==> src/rtl/micro_sequencer.sv <==
// micro_sequencer: next-address stage of the micro-programmed control unit.
// Chooses the next micro-program counter from the sequencing field. Holds a
// small return stack for micro-subroutines and a RUN/HALTED state machine.
module micro_sequencer #(
  parameter int             AW          = 8,
  parameter logic [AW-1:0]  FETCH_ADDR  = '0,
  parameter logic [AW-1:0]  MAP_BASE    = AW'('h20),
  parameter int             MAP_SHIFT   = 2,
  parameter int             STACK_DEPTH = 4
) (
  input  logic                         clk,
  input  logic                         rst_n,
  input  logic [2:0]                   next_sel,
  input  logic [AW-1:0]                next_addr,
  input  logic [4:0]                   opcode,
  input  logic                         jmp,
  input  logic                         stall,
  input  logic                         resume,
  output logic [AW-1:0]                upc,
  output logic                         halted,
  output logic [$clog2(STACK_DEPTH):0] sp,
  output logic                         stack_err
);

  localparam int IW = $clog2(STACK_DEPTH);

  typedef enum logic [2:0] {
    SEL_INC   = 3'd0,
    SEL_MAP   = 3'd1,
    SEL_JUMP  = 3'd2,
    SEL_CJMP  = 3'd3,
    SEL_CALL  = 3'd4,
    SEL_RET   = 3'd5,
    SEL_FETCH = 3'd6,
    SEL_HALT  = 3'd7
  } sel_e;

  typedef enum logic {
    ST_RUN    = 1'b0,
    ST_HALTED = 1'b1
  } state_e;

  state_e        state_q;
  logic [AW-1:0] upc_q;
  logic [IW:0]   sp_q;
  logic          err_q;
  logic          halted_q;
  logic [AW-1:0] stack_q [STACK_DEPTH];

  logic [AW-1:0] upc_inc;
  logic [AW-1:0] map_addr;
  logic [AW-1:0] pop_addr;
  logic [IW-1:0] pop_idx;
  logic          stack_full;
  logic          stack_empty;
  logic          push_en;
  sel_e          sel;

  assign sel         = sel_e'(next_sel);
  // Both sums wrap modulo 2^AW; opcode is widened before the shift so no
  // dispatch bits are lost when the shifted opcode exceeds 5 bits.
  assign upc_inc     = upc_q + AW'(1);
  assign map_addr    = MAP_BASE + (AW'(opcode) << MAP_SHIFT);
  assign stack_full  = (sp_q == (IW+1)'(STACK_DEPTH));
  assign stack_empty = (sp_q == '0);
  // Low bits of sp-1 address the top entry; a full stack (sp=DEPTH) wraps
  // to the last slot, which is exactly the top.
  assign pop_idx     = sp_q[IW-1:0] - IW'(1);
  assign pop_addr    = stack_q[pop_idx];
  assign push_en     = !stall && (state_q == ST_RUN) && (sel == SEL_CALL) && !stack_full;

  // Return-stack storage: written on a non-overflowing CALL, never reset.
  always_ff @(posedge clk) begin
    if (push_en) begin
      stack_q[sp_q[IW-1:0]] <= upc_inc;
    end
  end

  // Sequencer FSM: micro-PC, stack pointer, sticky error and halted flag.
  always_ff @(posedge clk or negedge rst_n) begin
    if (!rst_n) begin
      state_q  <= ST_RUN;
      upc_q    <= FETCH_ADDR;
      sp_q     <= '0;
      err_q    <= 1'b0;
      halted_q <= 1'b0;
    end else if (!stall) begin
      case (state_q)
        ST_RUN: begin
          case (sel)
            SEL_INC:   upc_q <= upc_inc;
            SEL_MAP:   upc_q <= map_addr;
            SEL_JUMP:  upc_q <= next_addr;
            SEL_CJMP:  upc_q <= jmp ? next_addr : upc_inc;
            SEL_CALL: begin
              upc_q <= next_addr;
              if (stack_full) begin
                err_q <= 1'b1;
              end else begin
                sp_q <= sp_q + (IW+1)'(1);
              end
            end
            SEL_RET: begin
              if (stack_empty) begin
                upc_q <= FETCH_ADDR;
                err_q <= 1'b1;
              end else begin
                upc_q <= pop_addr;
                sp_q  <= sp_q - (IW+1)'(1);
              end
            end
            SEL_FETCH: upc_q <= FETCH_ADDR;
            SEL_HALT: begin
              state_q  <= ST_HALTED;
              halted_q <= 1'b1;
            end
            default:   upc_q <= upc_q;
          endcase
        end
        ST_HALTED: begin
          if (resume) begin
            upc_q    <= upc_inc;
            state_q  <= ST_RUN;
            halted_q <= 1'b0;
          end
        end
        default: begin
          state_q  <= ST_RUN;
          halted_q <= 1'b0;
        end
      endcase
    end
  end

  assign upc       = upc_q;
  assign halted    = halted_q;
  assign sp        = sp_q;
  assign stack_err = err_q;

endmodule

==> config.mk <==
export PLATFORM = sky130hd
export DESIGN_NAME = micro_sequencer
export DESIGN_NICKNAME = d
export VERILOG_FILES = /design/src/rtl/micro_sequencer.sv
export SDC_FILE = /design/constraint.sdc
export NUM_CORES = 1
export LEC_CHECK = 0
export BUFFER_PORTS_ARGS = -buffer_cell sky130_fd_sc_hd__buf_2
export CORE_UTILIZATION = 57
export CTS_CLUSTER_SIZE = 20
export DETAILED_ROUTE_END_ITERATION = 10
export GPL_TIMING_DRIVEN = 1
export HOLD_SLACK_MARGIN = 0.15
export PLACE_DENSITY = 0.79
export SLEW_MARGIN = 5
export SYNTH_ARGS = -nofsm -noshare
export SYNTH_HDL_FRONTEND = slang
export SYNTH_SLANG_ARGS = --single-unit
==> constraint.sdc <==
create_clock -name clk -period 3.4 [get_ports clk]
set_clock_uncertainty 0.2 [all_clocks]
set_input_delay 0.34 -clock clk [delete_from_list [all_inputs] [get_ports clk]]
set_output_delay 0.34 -clock clk [all_outputs]
set_load 0.03 [all_outputs]
==> metrics <==
status completed; clk sinks 46; Tot GR Track Use 24.4%; fin crit period 2.62 ns; Syn-to-layout area delta 12.9%; total negative slack 0 ns; Util after Layout 67.5%; worst slew pin tran 0.488 ns; TritonCTS clock tree yes; Initial Utilization 59.8%; CTS buffer count 5; final hold slack 0.191 ns; final hold vios 0; leading cell type in the layout, fill and taps excluded buf_2; Final period util 77.2%; ANT cells 0; row count 23; Yosys Warn Count 0; CP arrival around 2.6 ns; leakage power 1.03 nW; Worst Setup Start Kind flip-flop; Max stage delay on crit path 0.56 ns; sequential element share of the synthesized area 54.0%; pin count of the biggest net entering global routing 17; DR pass1 iterations 4; antenna violations before repair 0; Synth Register Bits 46; Layout Nets 259; Post-Syn Area between 2000 and 2500 um^2; multi-input logic area 1030 um^2; Critical-path top delay cell ha_1; DR WL/cell 17.5 um; CP endpoint kind flip-flop; Clock transition at path regs 0.09 ns; GP Congestion about 0.81; drt total wl 4940 um; # fillers around 300; fmax 381 MHz; Power Total ~0.0022 W; Mapped Cells 194; Longest Clk Path Bufs 2; IO Count 34; worst hold-check path type in2reg; H-tree level count 2; Clock Latency Late Sink approximately 0.30 ns; cell accounting for the most synthesized area edfxtp_1; Slew HR roughly two thirds; final setup vio count 0; Root Driver clkbuf_8; Setup CP Type reg2reg; port buffer count 33; Post-DP Area 2620 um^2; max-cap violation count 0; post-route ant nets 0; post-route cell area between 2000 and 3000 um^2; layout cells sized above 1 23.3%; Via Count 1721; half-perimeter wire length after placement 3610 um; commonest non-fill, non-tap cells in the layout buf_2, edfxtp_1, dfrtp_1; Critical Path RT 3.39 ns; fin. max-slew vios 0; core area 4060 um^2; first-pass GRT wire length 7550 um; number of global-route vias before repair 1515; Die ar. 4520 um^2; top cell type's share of synthesized area 39.6%; top cells by area, synth edfxtp_1, dfrtp_1, mux4_2, ha_1, xnor2_1; GR Overflow Total 0; Max FO, Critical Path 12; Mapped Nets about 220; Max VDD drop slightly below 0.7 mV; Reg area around 1300 um^2; DR iter-0 viols 128; RSZ-0062 raised after global routing no; Chip Width 67.2 um; Distinct cells, synth 44; PwrDens approximately 810 nW/um^2; syn avg cell area about 13 um^2; Post-route DRC 0; vias per cell ~6; DIE HEIGHT 67.2 um; worst path cell trace buf_4, inv_1, ha_1, mux4_2, a221oi_2, a22oi_1, a211o_1
flip-flops by register name (all words and copies together) (netlist names):
name	flops
state_q	1
stack_err	1
upc	8
halted	1
sp	3
stack_q	32
critical path: cells and delay by family (launching register included):
kind | cells | cell delay [ns]
mux | 1 | 0.38
fa+ha+maj | 1 | 0.56
buf+inv | 2 | 0.38
compound gates | 3 | 0.66
flops | 1 | 0.33
area by class of cell:
class / instances / share of cell area [%]
sequential: 46 / 47.9
multi-input combinational: 131 / 37.6
timing repair buffer: 38 / 7.67
clock buffer: 5 / 2.51
tap: 50 / 2.28
inverter: 9 / 1.23
clock inverter: 3 / 0.868
report_power, final:
| part | internal (W) | switching, W | leakage [nW] | total, W |
|---|---|---|---|---|
| sequential | 0.000775 | 0.000106 | 0.440 | 0.000882 |
| combinational | 0.000395 | 0.000608 | 0.553 | 0.00100 |
| clock | 0.000147 | 0.000188 | 0.0408 | 0.000335 |
| total | 0.00132 | 0.000902 | 1.03 | 0.00222 |
layer usage:
metal	track usage [%]	routed length [um]	up-vias
li1	-	-	812
met1	34.7	2240	841
met2	34.9	2340	58
met3	6.42	259	10
met4	11.4	93	0
met5	0	0	-
synthesized netlist by cell type:
cell / count
nor2b_1: 6
xnor2_1: 7
o31ai_1: 3
o221ai_1: 1
or3_1: 3
and3_1: 1
fa_1: 1
o21ai_0: 7
buf_4: 2
nand3b_1: 3
nor2_1: 12
a211o_1: 3
clkbuf_1: 4
nor3_1: 2
o21bai_1: 1
nand2b_1: 4
a22oi_1: 4
and3b_1: 1
xor2_1: 3
o211ai_1: 3
and2b_1: 1
a221o_1: 1
a32oi_1: 4
o2111a_1: 2
and2_1: 6
inv_1: 9
buf_6: 2
a2bb2oi_1: 1
nand2_1: 10
or2_2: 1
a31oi_1: 2
mux4_2: 8
edfxtp_1: 32
nand4_1: 2
a21oi_1: 6
dfrtp_1: 14
a211oi_1: 1
o21ai_1: 2
nand3_1: 7
ha_1: 6
o21a_1: 1
a22o_1: 1
o211a_1: 2
a221oi_2: 2
metrics by stage:
stage,setup slack (ns),instances
floorplan,0.650,194
global placement,0.885,271
detailed placement,0.789,271
CTS,0.759,282
global route,0.602,282
finish,0.775,282
cells by family after synthesis:
kind of cell / count (synthesis) / synth area share (%)
mux: 8 / 7.43
compound gates: 47 / 14.6
simple gates: 59 / 12.8
xor+xnor: 10 / 3.61
fa+ha+maj: 7 / 3.92
buf+inv: 17 / 3.56
flops: 46 / 54.0
final timing paths:
check,startpoint,end,slack (ns),cells after the start
max in group asynchronous,rst_n,upc[4],2.47,2
min in group asynchronous,rst_n,upc[5],0.27,2
max reg2reg,sp[0],upc[3],0.78,7
min reg2reg,stack_err,stack_err,0.29,1
max,sp[0],upc[3],0.78,7
min,next_addr[0],upc[0],0.19,3
repair_timing:
action	4_1_cts	5_1_grt
buffers inserted	0	0
endpoints found under the hold margin	16	0
gates resized for setup	0	0
hold buffers	3	0
No activity file was read; power rests on OpenSTA's default activity.
